$ cat config.mk
export PLATFORM = sky130hd
export DESIGN_NAME = vco_phase_quantizer
export DESIGN_NICKNAME = d
export VERILOG_FILES = /design/src/rtl/vco_phase_quantizer.sv
export SDC_FILE = /design/constraint.sdc
export NUM_CORES = 1
export LEC_CHECK = 0
export BUFFER_PORTS_ARGS = -buffer_cell sky130_fd_sc_hd__buf_2
export CORE_ASPECT_RATIO = 0.7
export CORE_MARGIN = 1
export CORE_UTILIZATION = 43
export DETAILED_ROUTE_END_ITERATION = 10
export GPL_TIMING_DRIVEN = 0
export PLACE_DENSITY = 0.63
export SLEW_MARGIN = 20
export SYNTH_ARGS = -nofsm -noshare
export SYNTH_HDL_FRONTEND = slang
export SYNTH_SLANG_ARGS = --single-unit
$ cat constraint.sdc
create_clock -name clk -period 17.8 [get_ports clk]
set_input_delay 3.56 -clock clk [delete_from_list [all_inputs] [get_ports clk]]
set_output_delay 3.56 -clock clk [all_outputs]
set_load 0.02 [all_outputs]
$ cat src/rtl/vco_phase_quantizer.sv
// VCO-ADC back end: syncs/decodes ring phase, accumulates per-clk phase advance over an OSR window.
// p->s takes 3 edges; sample held until ready, a window end while unaccepted overwrites it and sets overflow.
module vco_phase_quantizer #(
    parameter int PHASE_WIDTH = 11,
    parameter int OSR_WIDTH   = 10,
    parameter int OUT_WIDTH   = 16
) (
    input  logic                   clk,
    input  logic                   rst,
    input  logic                   enb,
    input  logic [PHASE_WIDTH-1:0] p,
    input  logic [OSR_WIDTH-1:0]   osr,
    output logic [OUT_WIDTH-1:0]   sample_data,
    output logic                   sample_valid,
    input  logic                   sample_ready,
    output logic                   overflow,
    input  logic                   clr_ovf,
    output logic                   bubble_err
);

    localparam int NST = 2 * PHASE_WIDTH;
    localparam int SW  = $clog2(NST);
    localparam int CW  = $clog2(PHASE_WIDTH + 1);

    typedef enum logic {IDLE, RUN} state_t;

    state_t                 state_q, state_d;
    logic [PHASE_WIDTH-1:0] p_meta_q, p_s_q;
    logic [SW-1:0]          s_q, s_d, s_prev_q;
    logic                   bubble_q, bubble_d;
    logic [OUT_WIDTH-1:0]   acc_q, acc_d, data_q, data_d;
    logic [OSR_WIDTH-1:0]   win_q, win_d, osr_l_q, osr_l_d;
    logic                   valid_q, valid_d, ovf_q, ovf_d;

    logic [CW-1:0]          pc;
    logic [SW-1:0]          cand, d_w;
    logic [PHASE_WIDTH-1:0] pat;
    logic [OUT_WIDTH:0]     sum_w;
    logic [OUT_WIDTH-1:0]   sat_w;
    logic [OSR_WIDTH-1:0]   osr_eff;
    logic                   win_end, run_active, start, ovf_set;

    // Ring decode: popcount gives the state, then the state is re-encoded to reject bubbles
    always_comb begin
        pc = '0;
        for (int i = 0; i < PHASE_WIDTH; i++) begin
            pc = pc + CW'(p_s_q[i]);
        end
        if (p_s_q[0])     cand = SW'(pc);
        else if (pc == 0) cand = '0;
        else              cand = SW'(NST) - SW'(pc);
        pat = '0;
        for (int i = 0; i < PHASE_WIDTH; i++) begin
            if (int'(cand) < PHASE_WIDTH) pat[i] = (i < int'(cand));
            else                          pat[i] = (i >= int'(cand) - PHASE_WIDTH);
        end
        bubble_d = (pat != p_s_q);
        s_d      = bubble_d ? s_q : cand;
    end

    always_comb begin
        if (s_q >= s_prev_q) d_w = s_q - s_prev_q;
        else                 d_w = s_q + (SW'(NST) - s_prev_q);
        sum_w   = {1'b0, acc_q} + (OUT_WIDTH + 1)'(d_w);
        sat_w   = sum_w[OUT_WIDTH] ? '1 : sum_w[OUT_WIDTH-1:0];
        osr_eff = (osr == '0) ? OSR_WIDTH'(1) : osr;
        win_end = (win_q == osr_l_q - OSR_WIDTH'(1));
    end

    always_ff @(posedge clk or posedge rst) begin
        if (rst) state_q <= IDLE;
        else     state_q <= state_d;
    end

    always_comb begin
        state_d = state_q;
        case (state_q)
            IDLE:    if (!enb) state_d = RUN;
            RUN:     if (enb)  state_d = IDLE;
            default: state_d = IDLE;
        endcase
    end

    always_comb begin
        run_active = (state_q == RUN) && !enb;
        start      = (state_q == IDLE) && !enb;
    end

    // Leaving RUN discards the partial window: no window end is honoured once enb is high
    always_comb begin
        acc_d   = acc_q;
        win_d   = win_q;
        osr_l_d = osr_l_q;
        data_d  = data_q;
        valid_d = valid_q;
        ovf_set = 1'b0;
        if (!run_active) begin
            acc_d   = '0;
            win_d   = '0;
            valid_d = 1'b0;
            if (start) osr_l_d = osr_eff;
        end else if (win_end) begin
            data_d  = sat_w;
            valid_d = 1'b1;
            acc_d   = '0;
            win_d   = '0;
            osr_l_d = osr_eff;
            ovf_set = valid_q && !sample_ready;
        end else begin
            acc_d = sat_w;
            win_d = win_q + OSR_WIDTH'(1);
            if (valid_q && sample_ready) valid_d = 1'b0;
        end
        if (clr_ovf)      ovf_d = 1'b0;
        else if (ovf_set) ovf_d = 1'b1;
        else              ovf_d = ovf_q;
    end

    always_ff @(posedge clk or posedge rst) begin
        if (rst) begin
            p_meta_q <= '0;
            p_s_q    <= '0;
            s_q      <= '0;
            s_prev_q <= '0;
            bubble_q <= 1'b0;
            acc_q    <= '0;
            win_q    <= '0;
            osr_l_q  <= '0;
            data_q   <= '0;
            valid_q  <= 1'b0;
            ovf_q    <= 1'b0;
        end else begin
            p_meta_q <= p;
            p_s_q    <= p_meta_q;
            s_q      <= s_d;
            s_prev_q <= s_q;
            bubble_q <= bubble_d;
            acc_q    <= acc_d;
            win_q    <= win_d;
            osr_l_q  <= osr_l_d;
            data_q   <= data_d;
            valid_q  <= valid_d;
            ovf_q    <= ovf_d;
        end
    end

    assign sample_data  = data_q;
    assign sample_valid = valid_q;
    assign overflow     = ovf_q;
    assign bubble_err   = bubble_q;

endmodule

==> results.json, run 1 <==
{
  "nNetsFinal": 650,
  "register_area_um2": 2200,
  "via_count": 4081,
  "worstSetupPathType": "reg2reg",
  "yosysSeqAreaShare_pct": 41.9,
  "grt_antenna_before_repair": 0,
  "cts.hold.buffers_added": 0,
  "place_congestion": 0.898,
  "fin_util_pct": 50.8,
  "slew_viol_final": 0,
  "cts_buffers": 9,
  "ys_warn_count": 0,
  "relSlewSlack_pct": 52.0,
  "hold_class": "reg2reg",
  "cts_buffer_depth": 2,
  "htreeDepth": 3,
  "power_density_nw_per_um2": 170,
  "die_h_um": 94.5,
  "post_cts_buffers": 0,
  "route.met3.wl_um": 604,
  "synth_flop_cell": "dfrtp_1",
  "syn_area_per_cell_um2": 9.83,
  "total_power_w": 0.00102,
  "wl_met2_um": 4910,
  "fillers": 1096,
  "grt_remaining_overflow": 0,
  "synth_fp_nets": 594,
  "postSynthRegisterBits": 88,
  "setup_violations": 0,
  "fin_crit_sh_pct": 44.1,
  "ant_nets": 0,
  "dpl_worst_slack_ns": 9.72,
  "fmax_ghz": 0.128,
  "fin_skew_ns": 0.0101,
  "drive_gt1_share_pct": 14.8,
  "required_ns": 18.02,
  "status": "finished, final reports clean",
  "tns_ns": 0,
  "core-area_um2": 11800,
  "dr.max_layer_used": "met4",
  "period_needed_ns": 7.84,
  "rsz0062_at_grt": "no",
  "arrival_ns": 8.06,
  "start_util_pct": 44.5,
  "clk_pin_slew_ns": 0.06,
  "cts_sinks": 88,
  "drc": 0,
  "area_delta_synth_final_pct": 14.3,
  "syn_inst": 534,
  "dr.pass1.iters": 5,
  "maxCapViolations": 0,
  "synth_cell_types": 61,
  "worstMarginPinSlew_ns": 0.709,
  "setup_slack_ns": 9.96,
  "post_cts_resized": 0,
  "wire_per_inst_um": 15.1,
  "cts_tree": "yes",
  "n_antenna_cell": 0,
  "multi_input_area_um2": 2800,
  "netlist_area_um2": 5250,
  "hold_viol_final": 0,
  "p_leak_nw": 2.67,
  "startpoint_type": "register",
  "cts_root_buf": "clkbuf_16",
  "via_per_inst": 5.43,
  "routed_wl_um": 11400,
  "clk_latency_ns": 0.34,
  "grt_pass1_vias": 3839,
  "crit_path_max_fanout": 10,
  "synthArstFlopShare_pct": 100,
  "drt-initial-drc-count": 282,
  "dp_hpwl_um": 8730,
  "fp.dieW_um": 134,
  "grt_use_total_pct": 19.1,
  "dieArea_um2": 12700,
  "ios": 45,
  "synth_edf_count": 0,
  "port_buffers": 44,
  "wl_met1_um": 5750,
  "vdd_drop_max_uv": 80.9,
  "endpoint_kind": "register",
  "grt_max_degree": 46,
  "grt_pass1_wl_um": 19100,
  "fp-row-count": 33
}
## critical path, stage by stage, from the launching register on
cell and delay (ns):
dfrtp_1 0.48, buf_2 0.30, inv_1 0.17, fa_1 0.53, fa_1 0.54, fa_1 0.43
fa_1 0.41, fa_1 0.53, ha_1 0.32, nand4bb_1 0.20, o311ai_1 0.64, inv_1 0.28
ha_1 0.27, clkbuf_1 0.22, nor3_1 0.18, nand3_1 0.10, nor3b_1 0.34, a311o_1 0.31
o21ai_0 0.16, a21oi_1 0.16, o2111ai_1 0.25, nor4_4 0.51, mux2_2 0.38
## final timing paths
kind	slack (ns)	startpoint	to	cells after the start
min reg2reg	0.35	p_meta_q[10]$_DFF_PP0_	p_s_q[10]$_DFF_PP0_	0
max in group asynchronous	13.89	rst	p_s_q[7]$_DFF_PP0_	3
min	0.35	p_meta_q[10]$_DFF_PP0_	p_s_q[10]$_DFF_PP0_	0
max	9.96	p_s_q[0]$_DFF_PP0_	s_q[4]$_DFFE_PP0N_	22
max reg2reg	9.96	p_s_q[0]$_DFF_PP0_	s_q[4]$_DFFE_PP0N_	22
min in group asynchronous	3.28	rst	sample_data[10]$_DFFE_PP0P_	2
## cells by family (layout without fill, tap and decap cells)
family	after synthesis	count (layout)	share of synthesized area, %
and+or+nand+nor	159	159	15.8
AOI/OAI and AO/OA	117	117	14.4
DFF	88	88	41.9
buffers and inverters	64	125	4.74
xor gates and xnor gates	49	49	8.68
adders and majority gates	34	34	9.68
muxes	23	23	4.70
## power by group
part           internal (W)  switching (W)  leakage (nW)
sequential         0.000220      0.0000138          1.13
combinational      0.000232       0.000362          1.39
clock              0.000112      0.0000821         0.148
total              0.000564       0.000458          2.67
## metal layers
| metal | track usage [%] | vias up |
|---|---|---|
| met4 | 5.06 | 0 |
| met3 | 4.08 | 11 |
| met1 | 28.2 | 1978 |
| li1 | - | 1977 |
| met5 | 0 | - |
| met2 | 28.4 | 115 |
## layout make-up
type,count,area share (%)
Timing Repair Buffer,45,4.00
Clock buffer,9,3.75
Sequential cell,88,36.7
Tap cell,157,3.27
Multi-Input combinational cell,382,46.6
Buffer,20,1.40
Clock inverter,7,1.46
Inverter,44,2.79
## metrics by stage
stage | instance area (um2) | hold WS (ns) | cells
2_1_floorplan | 5250 | 0.331 | 534
3_3_place_gp | 5670 | 0.332 | 735
3_5_place_dp | 5690 | 0.336 | 736
4_1_cts | 6000 | 0.352 | 752
5_1_grt | 6000 | 0.352 | 752
6_report | 6000 | 0.348 | 752
## cell usage after synthesis (4+ instances only)
| master | instances | area share, % |
|---|---|---|
| fa_1 | 11 | 4.2 |
| xor2_1 | 15 | 2.5 |
| xnor2_1 | 32 | 5.3 |
| a21o_1 | 6 | 0.86 |
| nor3_1 | 10 | 0.95 |
| nand2b_1 | 6 | 0.72 |
| nor4b_1 | 5 | 0.83 |
| clkbuf_1 | 16 | 1.1 |
| o21ai_0 | 20 | 1.9 |
| mux2_2 | 13 | 2.8 |
| and3_1 | 6 | 0.72 |
| nor4_1 | 4 | 0.48 |
| o21bai_1 | 4 | 0.57 |
| nand3_1 | 20 | 1.9 |
| ha_1 | 23 | 5.5 |
| nor2_1 | 63 | 4.5 |
| a21oi_1 | 36 | 3.4 |
| nand2_1 | 15 | 1.1 |
| inv_1 | 44 | 3.1 |
| a211oi_1 | 4 | 0.57 |
| dfrtp_1 | 88 | 42 |
| mux2i_1 | 10 | 1.9 |
| o22ai_1 | 5 | 0.60 |
| a31oi_1 | 12 | 1.4 |
| nor2b_1 | 6 | 0.72 |
| o21a_1 | 4 | 0.57 |
## placed cells by master (no fill, tap or decap), types with 13 or more instances in the layout
cell type  synthesis  final
nor2_1            63     63
a21oi_1           36     36
buf_2              1     45
mux2_2            13     13
ha_1              23     23
clkbuf_1          16     16
dfrtp_1           88     88
xor2_1            15     15
xnor2_1           32     32
nand2_1           15     15
inv_1             44     43
nand3_1           20     20
o21ai_0           20     20
## registers in the layout, indices dropped and copies added (netlist names), 5 cells and up
name and cells:
p_meta_q 11, p_s_q 11, osr_l_q 10, acc_q 16, s_prev_q 5, win_q 10, sample_data 16, s_q 5
(Power assumes the default switching activity.)
==> inputs of run 2 (changes only) <==
--- a/config.mk
+++ b/config.mk
@@ -5,6 +5,7 @@
 export SDC_FILE = /design/constraint.sdc
 export NUM_CORES = 1
 export LEC_CHECK = 0
+export ABC_AREA = 1
 export BUFFER_PORTS_ARGS = -buffer_cell sky130_fd_sc_hd__buf_2
 export CORE_ASPECT_RATIO = 0.7
 export CORE_MARGIN = 1
==> constraint.sdc (replaced) <==
create_clock -name clk -period 8 [get_ports clk]
set_input_delay 1.6 -clock clk [delete_from_list [all_inputs] [get_ports clk]]
set_output_delay 1.6 -clock clk [all_outputs]
set_load 0.02 [all_outputs]
==> results.json, run 2 <==
{
  "status": "finished, final reports clean",
  "worstMarginPinSlew_ns": 0.603,
  "vdd_drop_max_uv": 153,
  "netlist_area_um2": 5260,
  "hold_class": "reg2reg",
  "grt_max_degree": 47,
  "via_per_inst": 4.98,
  "startpoint_type": "register",
  "crit_cells": 28,
  "tns_ns": 0,
  "ant_nets": 0,
  "dr.max_layer_used": "met4",
  "post_cts_resized": 0,
  "fmax_ghz": 0.166,
  "die_h_um": 94.6,
  "min_path_cells": 0,
  "drt-initial-drc-count": 349,
  "power_density_nw_per_um2": 363,
  "endpoint_kind": "register",
  "crit_path_max_fanout": 6,
  "arrival_ns": 6.27,
  "htreeDepth": 3,
  "nNetsFinal": 772,
  "port_buffers": 44,
  "wire_per_inst_um": 12.8,
  "grt_antenna_before_repair": 0,
  "cp_common_cell": "nand2_1",
  "syn_area_per_cell_um2": 8.02,
  "worstHoldStart": "p_meta_q[9]$_DFF_PP0_",
  "drc": 0,
  "r2r-start": "p_s_q[0]$_DFF_PP0_",
  "p_leak_nw": 3.08,
  "cts_sinks": 88,
  "cts_buffers": 9,
  "cts_buffer_depth": 2,
  "grt_use_total_pct": 19.3,
  "drive_gt1_share_pct": 14.4,
  "route.met3.wl_um": 625,
  "dr.pass1.iters": 5,
  "netlist_top_cells_area": "dfrtp_1 (42%), nand2_1 (9.9%), inv_1 (6.5%)",
  "synth_cell_types": 41,
  "syn_inst": 656,
  "dp_hpwl_um": 8660,
  "final_cell_mix": "nand2_1 (139), inv_1 (90), dfrtp_1 (88)",
  "setup_violations": 0,
  "yosys-top-cells-count": "nand2_1 (139), inv_1 (91), dfrtp_1 (88)",
  "maxCapViolations": 0,
  "synth_flop_cell": "dfrtp_1",
  "fin_crit_sh_pct": 75.5,
  "fp-row-count": 33,
  "r2r_slack_ns": 1.96,
  "hold_viol_final": 0,
  "max_stage_delay_ns": 0.54,
  "fp.dieW_um": 134,
  "via_count": 4353,
  "core-area_um2": 11800,
  "dieArea_um2": 12700,
  "cts_tree": "yes",
  "yosysTopAreaCellShare_pct": 41.8,
  "grt_pass1_vias": 4051,
  "required_ns": 8.23,
  "whs_ns": 0.349,
  "grt_remaining_overflow": 0,
  "ios": 45,
  "wl_met2_um": 4620,
  "r2r_end": "s_q[0]$_DFFE_PP0N_",
  "clk_pin_slew_ns": 0.07,
  "cts.hold.buffers_added": 0,
  "postSynthRegisterBits": 88,
  "synth_top_area_cell": "dfrtp_1",
  "synth_fp_nets": 716,
  "rr_worst_depth": 28,
  "synth_edf_count": 0,
  "fin_skew_ns": 0.00633,
  "cts_root_buf": "clkbuf_16",
  "hold_end": "p_s_q[9]$_DFF_PP0_",
  "synthArstFlopShare_pct": 100,
  "yosysSeqAreaShare_pct": 41.8,
  "wl_met1_um": 5870,
  "area_delta_synth_final_pct": 14.0,
  "ys_warn_count": 0,
  "yosys.cell_count.top_type": "nand2_1",
  "n_antenna_cell": 0,
  "period_needed_ns": 6.04,
  "grt_pass1_wl_um": 19200,
  "post_cts_buffers": 0,
  "final_common_cell": "nand2_1",
  "place_congestion": 0.872,
  "relSlewSlack_pct": 59.6,
  "routed_wl_um": 11200,
  "cpMaxStageDelayCell": "fa_1",
  "rsz0062_at_grt": "no",
  "clk_latency_ns": 0.34,
  "slew_viol_final": 0,
  "critPathBufInv": 5,
  "cp_top_family": "adder cells",
  "start_util_pct": 44.6,
  "worstSetupPathType": "reg2reg"
}
## run 2: layout make-up
| cell class | count | area (um2) |
|---|---|---|
| sequential | 88 | 2200 |
| buffer | 7 | 37.5 |
| tap | 157 | 196 |
| multi-input combinational | 465 | 2660 |
| inverter | 96 | 365 |
| clock buffer | 10 | 229 |
| timing repair buffer | 45 | 240 |
| clock inverter | 6 | 70.1 |
| fill | 1164 | 5810 |
## run 2: worst reg2reg max path, delay by kind of cell, from the launching register on
| kind | cells | cell delay, ns |
|---|---|---|
| buffers and inverters | 5 | 0.61 |
| flip-flops | 1 | 0.44 |
| AO/OA/AOI/OAI | 3 | 0.63 |
| AND/OR/NAND/NOR | 13 | 1.22 |
| adder cells (fa/ha/maj) | 7 | 3.00 |
## run 2: per-layer routing
metal | GRT usage [%] | vias to the layer above
met5 | 0 | -
met2 | 27.5 | 113
met1 | 29.2 | 2017
met4 | 5.24 | 0
met3 | 4.40 | 9
li1 | - | 2214
## run 2: cell families after synthesis
logic type | Yosys count | synth area share (%)
buffers and inverters | 103 | 7.61
AOI/OAI and AO/OA | 75 | 7.82
DFF | 88 | 41.8
xor gates and xnor gates | 26 | 4.33
adders and majority gates | 34 | 9.65
muxes | 1 | 0.190
and+or+nand+nor | 329 | 28.6
## run 2: how the worst max path moves through the flow
stage,startpoint,endpoint,slack [ns]
final,p_s_q[0]$_DFF_PP0_,s_q[0]$_DFFE_PP0N_,1.96
after detailed placement,p_s_q[0]$_DFF_PP0_,s_q[4]$_DFFE_PP0N_,2.03
after global routing,p_s_q[0]$_DFF_PP0_,s_q[0]$_DFFE_PP0N_,1.52
after CTS,p_s_q[0]$_DFF_PP0_,s_q[0]$_DFFE_PP0N_,2.01
after floorplan,p_s_q[0]$_DFF_PP0_,s_q[4]$_DFFE_PP0N_,2.76
after global placement,p_s_q[0]$_DFF_PP0_,s_q[0]$_DFFE_PP0N_,2.06
## run 2: per-stage QoR
step / util [%] / total power [W] / instance area (um2) / setup slack [ns] / std cells
after floorplan: - / 0.00150 / 5260 / 2.76 / 656
after global placement: 48.1 / 0.00172 / 5680 / 2.06 / 857
after detailed placement: 48.3 / 0.00175 / 5700 / 2.03 / 858
after CTS: 50.8 / 0.00218 / 6000 / 2.01 / 874
after global routing: 50.8 / 0.00239 / 6000 / 1.52 / 874
final: 50.8 / 0.00218 / 6000 / 1.96 / 874
## run 2: power breakdown
group          internal (W)  switching (W)
Clock              0.000244       0.000177
Combinational      0.000449       0.000802
Sequential         0.000482      0.0000261
Total               0.00117        0.00100
==> inputs of run 3 (changes only) <==
==> constraint.sdc (replaced) <==
create_clock -name clk -period 6.13 [get_ports clk]
set_input_delay 1.226 -clock clk [delete_from_list [all_inputs] [get_ports clk]]
set_output_delay 1.226 -clock clk [all_outputs]
set_load 0.02 [all_outputs]
==> results.json, run 3 (synthesis gave the netlist of run 2 again) <==
{
  "status": "finished, final reports clean",
  "placed_cell_area_um2": 5700,
  "power_density_nw_per_um2": 477,
  "post_cts_buffers": 0,
  "dr.pass1.iters": 5,
  "grt_pass1_wl_um": 19200,
  "arrival_ns": 5.97,
  "relSlewSlack_pct": 59.7,
  "fin_area_um2": 6030,
  "crit_path_max_fanout": 6,
  "fp.dieW_um": 134,
  "grt_max_degree": 47,
  "fin_cells": 874,
  "place_congestion": 0.872,
  "hold_end": "p_s_q[9]$_DFF_PP0_",
  "dp_hpwl_um": 8660,
  "cts_tree": "yes",
  "grt_use_total_pct": 19.3,
  "required_ns": 6.36,
  "slew_viol_final": 0,
  "endpoint_kind": "register",
  "final_cell_mix": "nand2_1 (139), inv_1 (89), dfrtp_1 (87)",
  "grt_remaining_overflow": 0,
  "cts_buffer_depth": 2,
  "core-area_um2": 11800,
  "final_common_cell": "nand2_1",
  "n_antenna_cell": 0,
  "worstMarginPinSlew_ns": 0.603,
  "via_per_inst": 4.96,
  "fin_skew_ns": 0.00502,
  "worstHoldStart": "p_meta_q[9]$_DFF_PP0_",
  "routed_wl_um": 11300,
  "port_buffers": 44,
  "setup_violations": 0,
  "r2r_end": "s_q[0]$_DFFE_PP0N_",
  "htreeDepth": 3,
  "clk_pin_slew_ns": 0.06,
  "cts_root_buf": "clkbuf_16",
  "cts_sinks": 88,
  "cp_common_cell": "nand2_1",
  "drc": 0,
  "grt_pass1_vias": 4051,
  "dieArea_um2": 12700,
  "ios": 45,
  "min_path_cells": 0,
  "fp-row-count": 33,
  "clk_latency_ns": 0.34,
  "r2r_slack_ns": 0.39,
  "maxCapViolations": 0,
  "max_stage_delay_ns": 0.54,
  "hold_class": "reg2reg",
  "cts_buffers": 9,
  "vdd_drop_max_uv": 199,
  "fmax_ghz": 0.174,
  "grt_antenna_before_repair": 0,
  "rr_worst_depth": 28,
  "cpMaxStageDelayCell": "fa_1",
  "hold_viol_final": 0,
  "dp_cells": 858,
  "drt-initial-drc-count": 348,
  "via_count": 4333,
  "p_leak_nw": 3.08,
  "ant_nets": 0,
  "r2r-start": "p_s_q[0]$_DFF_PP0_",
  "area_delta_synth_final_pct": 14.5,
  "nNetsFinal": 772,
  "fin_crit_sh_pct": 93.6,
  "drive_gt1_share_pct": 15.1,
  "die_h_um": 94.6,
  "start_util_pct": 44.6,
  "wire_per_inst_um": 12.9,
  "period_needed_ns": 5.74,
  "worstSetupPathType": "reg2reg",
  "startpoint_type": "register"
}
[run 3: repair_timing]
item | CTS | global route
hold buffers | 0 | 0
gates resized for setup | 0 | 7
setup endpoints to repair | 0 | 6
[run 3: how the worst max path moves through the flow]
stage,from,endpoint,cells past startpoint
2_1_floorplan,p_s_q[0]$_DFF_PP0_,s_q[4]$_DFFE_PP0N_,29
3_3_place_gp,p_s_q[0]$_DFF_PP0_,s_q[0]$_DFFE_PP0N_,28
3_5_place_dp,p_s_q[0]$_DFF_PP0_,s_q[4]$_DFFE_PP0N_,28
4_1_cts,p_s_q[0]$_DFF_PP0_,s_q[0]$_DFFE_PP0N_,28
5_1_grt,p_s_q[0]$_DFF_PP0_,s_q[0]$_DFFE_PP0N_,28
6_report,p_s_q[0]$_DFF_PP0_,s_q[0]$_DFFE_PP0N_,28
[run 3: report_power, final]
part / leakage [nW] / internal, W / total [W] / switching, W
logic: 1.79 / 0.000601 / 0.00166 / 0.00106
registers: 1.15 / 0.000629 / 0.000663 / 0.0000343
clock network: 0.147 / 0.000318 / 0.000549 / 0.000231
[run 3: metrics by stage]
step / hold WS (ns) / TNS (ns) / utilization [%] / power [W] / worst slack [ns]
finish: 0.349 / 0 / 51.1 / 0.00287 / 0.394
global route: 0.357 / -0.00933 / 51.1 / 0.00315 / -0.00548
CTS: 0.350 / 0 / 50.8 / 0.00284 / 0.140
detailed placement: 0.336 / 0 / 48.3 / 0.00228 / 0.157
global placement: 0.332 / 0 / 48.1 / 0.00224 / 0.186
floorplan: 0.331 / 0 / - / 0.00196 / 0.895
[run 3: layer usage]
layer	GRT usage, %	vias up	wire [um]
li1	-	2208	-
met1	29.2	2003	5920
met2	27.5	110	4620
met3	4.40	12	609
met4	5.24	0	114
met5	0	-	0
[run 3: layout make-up]
| cell class | instances | area, um2 |
|---|---|---|
| Fill cell | 1161 | 5780 |
| Multi-Input combinational cell | 465 | 2690 |
| Sequential cell | 88 | 2200 |
| Inverter | 96 | 365 |
| Timing Repair Buffer | 45 | 240 |
| Clock buffer | 10 | 229 |
| Tap cell | 157 | 196 |
| Clock inverter | 6 | 70.1 |
| Buffer | 7 | 37.5 |
[run 3: critical path, delay by kind of cell, from the launching register on]
family | cells | cell delay (ns)
flops | 1 | 0.41
simple gates | 13 | 1.19
buf+inv | 5 | 0.46
compound gates | 3 | 0.64
fa+ha+maj | 7 | 2.87
